===== src/rtl/fg_cfg_writer.sv =====
// Host-side writer for the function generator's parallel config-register bus.
// Walks the selected registers in ascending address order with setup/strobe/release timing.
module fg_cfg_writer #(
  parameter int unsigned SETUP_CYCLES   = 2,
  parameter int unsigned STROBE_CYCLES  = 4,
  parameter int unsigned RELEASE_CYCLES = 4
) (
  input  logic        clk,
  input  logic        rst_n,
  input  logic        start_i,
  input  logic [63:0] cfg_i,
  input  logic [7:0]  mask_i,
  output logic [7:0]  data_o,
  output logic [2:0]  addr_o,
  output logic        wr_en_o,
  output logic        busy_o,
  output logic        done_o
);

  typedef enum logic [1:0] {IDLE, SETUP, STROBE, RELEASE} state_t;

  state_t      state_q, state_d;
  logic [7:0]  cnt_q, cnt_d;
  logic [63:0] cfg_q, cfg_d;
  logic [7:0]  mask_q, mask_d;
  logic [7:0]  mask_rem;
  logic [2:0]  sel_d;
  logic        load_bus;
  logic        finish;
  logic [7:0]  data_d;
  logic [2:0]  addr_d;
  logic        wr_en_d, busy_d, done_d;

  function automatic logic [2:0] lowest_bit(input logic [7:0] m);
    lowest_bit = 3'd0;
    for (int i = 7; i >= 0; i--) begin
      if (m[i]) lowest_bit = 3'(i);
    end
  endfunction

  // Register n lives in the top byte once the word is shifted left by 8n.
  function automatic logic [7:0] cfg_byte(input logic [63:0] cfg, input logic [2:0] n);
    logic [63:0] sh;
    sh = cfg << {n, 3'b000};
    return sh[63:56];
  endfunction

  // addr_o always holds the index of the register currently being written.
  assign mask_rem = mask_q & ~(8'd1 << addr_o);

  // NOTE: synchronous reset clears every register, including the latched word,
  // and non-blocking assignments keep all state updates on the same edge.
  always_ff @(posedge clk) begin
    if (!rst_n) begin
      state_q <= IDLE;
      cnt_q   <= '0;
      cfg_q   <= '0;
      mask_q  <= '0;
      data_o  <= '0;
      addr_o  <= '0;
      wr_en_o <= 1'b0;
      busy_o  <= 1'b0;
      done_o  <= 1'b0;
    end else begin
      state_q <= state_d;
      cnt_q   <= cnt_d;
      cfg_q   <= cfg_d;
      mask_q  <= mask_d;
      data_o  <= data_d;
      addr_o  <= addr_d;
      wr_en_o <= wr_en_d;
      busy_o  <= busy_d;
      done_o  <= done_d;
    end
  end

  // NOTE: every combinational output gets a default first so no latch is inferred.
  always_comb begin
    state_d  = state_q;
    cnt_d    = cnt_q;
    cfg_d    = cfg_q;
    mask_d   = mask_q;
    sel_d    = addr_o;
    load_bus = 1'b0;
    finish   = 1'b0;
    case (state_q)
      IDLE: begin
        if (start_i) begin
          cfg_d  = cfg_i;
          mask_d = mask_i;
          if (mask_i != 8'd0) begin
            sel_d    = lowest_bit(mask_i);
            state_d  = SETUP;
            cnt_d    = 8'(SETUP_CYCLES);
            load_bus = 1'b1;
          end else begin
            finish = 1'b1;
          end
        end
      end
      SETUP: begin
        if (cnt_q == 8'd1) begin
          state_d = STROBE;
          cnt_d   = 8'(STROBE_CYCLES);
        end else begin
          cnt_d = cnt_q - 8'd1;
        end
      end
      STROBE: begin
        if (cnt_q == 8'd1) begin
          state_d = RELEASE;
          cnt_d   = 8'(RELEASE_CYCLES);
        end else begin
          cnt_d = cnt_q - 8'd1;
        end
      end
      RELEASE: begin
        if (cnt_q == 8'd1) begin
          mask_d = mask_rem;
          if (mask_rem != 8'd0) begin
            sel_d    = lowest_bit(mask_rem);
            state_d  = SETUP;
            cnt_d    = 8'(SETUP_CYCLES);
            load_bus = 1'b1;
          end else begin
            state_d = IDLE;
            cnt_d   = 8'd0;
            finish  = 1'b1;
          end
        end else begin
          cnt_d = cnt_q - 8'd1;
        end
      end
      default: state_d = IDLE;
    endcase
  end

  // Next values of the registered outputs; data/addr move only on SETUP entry.
  always_comb begin
    data_d  = data_o;
    addr_d  = addr_o;
    if (load_bus) begin
      data_d = cfg_byte(cfg_d, sel_d);
      addr_d = sel_d;
    end
    wr_en_d = (state_d == STROBE);
    busy_d  = (state_d != IDLE);
    done_d  = finish;
  end

endmodule


===== config.mk =====
export PLATFORM = sky130hd
export DESIGN_NAME = fg_cfg_writer
export DESIGN_NICKNAME = d
export VERILOG_FILES = /design/src/rtl/fg_cfg_writer.sv
export SDC_FILE = /design/constraint.sdc
export NUM_CORES = 1
export LEC_CHECK = 0
export ABC_AREA = 1
export ABC_CLOCK_PERIOD_IN_PS = 3900
export BUFFER_PORTS_ARGS = -buffer_cell sky130_fd_sc_hd__buf_2
export CAP_MARGIN = 20
export CORE_MARGIN = 1
export CORE_UTILIZATION = 40
export CTS_BUF_LIST = sky130_fd_sc_hd__clkbuf_8
export DETAILED_ROUTE_END_ITERATION = 12
export GPL_ROUTABILITY_DRIVEN = 0
export GPL_TIMING_DRIVEN = 0
export SETUP_SLACK_MARGIN = 0.3
export SLEW_MARGIN = 25
export SYNTH_ARGS = -nofsm -noshare
export SYNTH_HDL_FRONTEND = slang
export SYNTH_SLANG_ARGS = --single-unit

===== constraint.sdc =====
create_clock -name clk -period 3.9 [get_ports clk]
set_input_delay 0.975 -clock clk [delete_from_list [all_inputs] [get_ports clk]]
set_output_delay 0.975 -clock clk [all_outputs]
set_load 0.005 [all_outputs]

==> results.md <==
Placement:
- The HPWL reported at the end of detailed placement is 10300 um.
- In this run the tool buffered the top-level ports with 87 buffer cells.
- The minimum setup slack after placement is 0.742 ns.

Clock tree:
- At the later pin of the worst-skew pair, clock insertion delay measures 0.38 ns.
- In this run, post-CTS hold repair placed 0 buffers.
- Clock-pin slew was measured on the worst setup and hold paths at 0.10 ns.
- The post-CTS setup buffer count is 0.
- The H-tree depth is 3.
- The clock drives 96 sinks.
- The clock root buffer is clkbuf_8.
- In this run, CTS created clock tree buffers numbering 9.
- TritonCTS built the clock tree.
- Once the clock tree was built, the resizer swapped 0 gates to a different size.
- The maximum buffer depth of the clock tree is 2.

Timing:
- The final number of max-transition violations came to 0.
- The number of failing setup endpoints in the final timing report is 0.
- Setup slack closes at 1.07 ns.
- The slew of the pin with the lowest slew margin is 0.838 ns.
- The worst slew margin relative to its limit is 44.1%.
- The number of hold violations in the final report came to 0.
- Setup repair after global routing left no endpoint under its margin.
- The shortest period the worst path allows is 2.83 ns.
- For this run, the top clock speed supported by timing is 353 MHz.
- The final critical-path share of the clock period is 72.6%.
- Summed over all failing endpoints, the final setup total negative slack is 0 ns.
- The clock tree skew after final layout is 0.0126 ns.

Global routing:
- The global routing's busiest layer is met2.
- The via count of the first global-routing pass is 4594.
- Global routing consumed, on the met1 layer, 28.9% of the routing resources.
- Summed over all layers, the global routing overflow is 0.
- Entering global routing, the biggest net connects 16 pins.
- The met3 track utilization from global routing is 3.76%.
- The first-pass GRT wire length is 22200 um.
- The initial antenna violation count came to 0.
- The total global-route track usage is 22.7%.
- The met2 routing resource usage after global routing is 37.9%.

Floorplan:
- After floorplanning, the core was sized to cover 11600 um^2.
- The overall die area is 12500 um^2.
- The die is 112 um tall.
- Once the floorplan was initialized, standard cells occupied 41.6% of the core.
- The number of top-level pins is 89.
- The floorplan row count is 39.
- The width of the die is 112 um.

Layout:
- The layout has 1194 filler cells.
- The fraction of final layout cells with drive strength greater than 1 is 19.5%.
- The growth of design area from synthesis to finish is 17.0%.
- At the end of the flow, the number of nets in the layout was 840.
- The number of antenna diodes in the final layout is 0.
- The final core utilization is 48.7%.

Logic synthesis:
- After synthesis, the cell types taking the most area are dfxtp_1, nand2_1, mux2i_1.
- Summed over all instances, the cell type with the most area after synthesis is dfxtp_1.
- The area of the mapped netlist is 4820 um^2.
- After synthesis, the most frequently instantiated cells are nand2_1, dfxtp_1, nor2_1, nand3_1, inv_1.
- The count of state elements after synthesis is 96.
- For this run, the number of Yosys warnings is 0.
- The most used flip-flop cell after synthesis is dfxtp_1.
- The number of enable flip-flop cells after synthesis is 0.
- The number of nets produced by synthesis is 742.
- The netlist uses 33 different library cells.
- The top cell type by area accounts for 39.9% of the synthesized area.
- The instance count of the mapped netlist is 660.
- The synthesized area per cell is 7.30 um^2.
- The most instantiated library cell after synthesis is nand2_1.
- The post-synthesis async set-or-reset flop share is 0%.
- The sequential element share of the synthesized area is 39.9%.

Detailed routing:
- The post-detailed-route wirelength per cell is 15.0 um.
- For this run, design rule violations remaining after detail routing come to 3.
- The routed design has 13600 um of wire.
- The vias per cell is 5.20.
- The pre-antenna-repair detailed-routing pass consisted of 9 iterations.
- Detailed routing inserted a total of 4714 vias.
- The detail route stage leaves a number of antenna-violating nets equal to 0.
- The first routing iteration left 253 violations.

Setup path:
- The worst register-to-register path has a depth of 13.
- Along the worst path, the maximum fanout reaches 10.
- STA classifies the critical path endpoint as a flip-flop.
- The critical path data arrival time is 3.12 ns.
- Data on the critical path is required at its endpoint by 4.19 ns.
- The worst setup slack for register-to-register paths is 1.07 ns.
- The class of the most critical setup path is reg -> reg.
- STA classifies the critical path startpoint as a flip-flop.

Min path:
- Along the worst hold path, the cell count comes to 1.
- The worst hold path belongs to the class reg -> reg.

Outcome:
- The final reports fail on DRC.
- The run finished, with violations left.

Pwr:
- The maximum vdd ir drop is 0.000279 V.
- The overall power after layout is 2.41 mW.
- For this design the ratio of total power to cell area is 428 nW/um^2.
- The total leakage power is 2.90 nW.

Job:
- The tool flagged a number of max-cap violations equal to 0.
[kinds of logic after synthesis]
group           count (synthesis)  synth area share (%)
fa+ha+maj                       7                  1.82
simple gates                  339                  31.4
mux                            43                  8.94
xor+xnor                        2                 0.364
compound gates                 81                  9.41
buf+inv                        92                  8.21
flops                          96                  39.9
[area by class of cell]
| type | instances | area, um^2 | share of cell area [%] |
|---|---|---|---|
| repair buffers | 87 | 435 | 7.72 |
| clock inverters | 5 | 55.1 | 0.977 |
| clock buffers | 11 | 151 | 2.69 |
| inverters | 58 | 218 | 3.86 |
| flip-flops and latches | 96 | 1920 | 34.1 |
| well taps | 143 | 179 | 3.17 |
| multi-input cells | 472 | 2500 | 44.3 |
| plain buffers | 34 | 178 | 3.15 |
[metal layers]
metal  share of wire [%]  vias up
li1                    -     2357
met1                  45     2169
met2                  46      166
met3                 6.1       22
met4                 2.3        0
met5                   0        -
[stage by stage]
step	hold slack (ns)	cells	area [um^2]
3_3_place_gp	0.440	890	5430
3_5_place_dp	0.452	890	5430
2_1_floorplan	0.422	660	4820
6_report	0.471	906	5640
4_1_cts	0.465	906	5640
5_1_grt	0.509	906	5640
[layout by cell type (no fill, tap or decap), types with 5 or more instances in the layout]
master / count
ha_1: 7
buf_2: 91
o21ai_0: 46
nand2_1: 119
a211oi_1: 7
nand3_1: 83
nand3b_1: 7
clkbuf_1: 17
buf_1: 5
nor2_1: 93
or2_2: 21
a31oi_1: 5
a21oi_1: 14
mux2i_1: 43
clkbuf_8: 11
dfxtp_1: 96
inv_1: 55
[worst max-delay path, stage by stage, from the launching register on]
cell     delay [ns]
dfxtp_1        0.44
inv_1          0.11
ha_1           0.22
nand2_1        0.11
buf_2          0.29
buf_1          0.68
mux2i_1        0.37
nand3_1        0.11
nand3_1        0.10
nand2_1        0.06
nand2_1        0.07
nand3_1        0.07
nand2_1        0.06
inv_1          0.03
[power by group]
group	leakage (nW)	total (mW)	switching (mW)	internal (mW)
clock network	0.107	0.689	0.358	0.331
logic	2.00	0.629	0.387	0.241
registers	0.791	1.10	0.0367	1.06
total	2.90	2.41	0.782	1.63
[flip-flops by register name, indices dropped and copies added, names as in the netlist]
signal and flops:
addr_o 3, busy_o 1, cfg_q 64, cnt_q 8, data_o 8, done_o 1, mask_q 8, state_q 2
wr_en_o 1
[path summary, 6_finish.rpt]
path / endpoint / start
worst max-delay path: data_o[6] / state_q[1]
worst min-delay path: cnt_q[7] / cnt_q[7]
worst max register to register: data_o[6] / state_q[1]
worst min register to register: cnt_q[7] / cnt_q[7]
(Power assumes the default switching activity.)
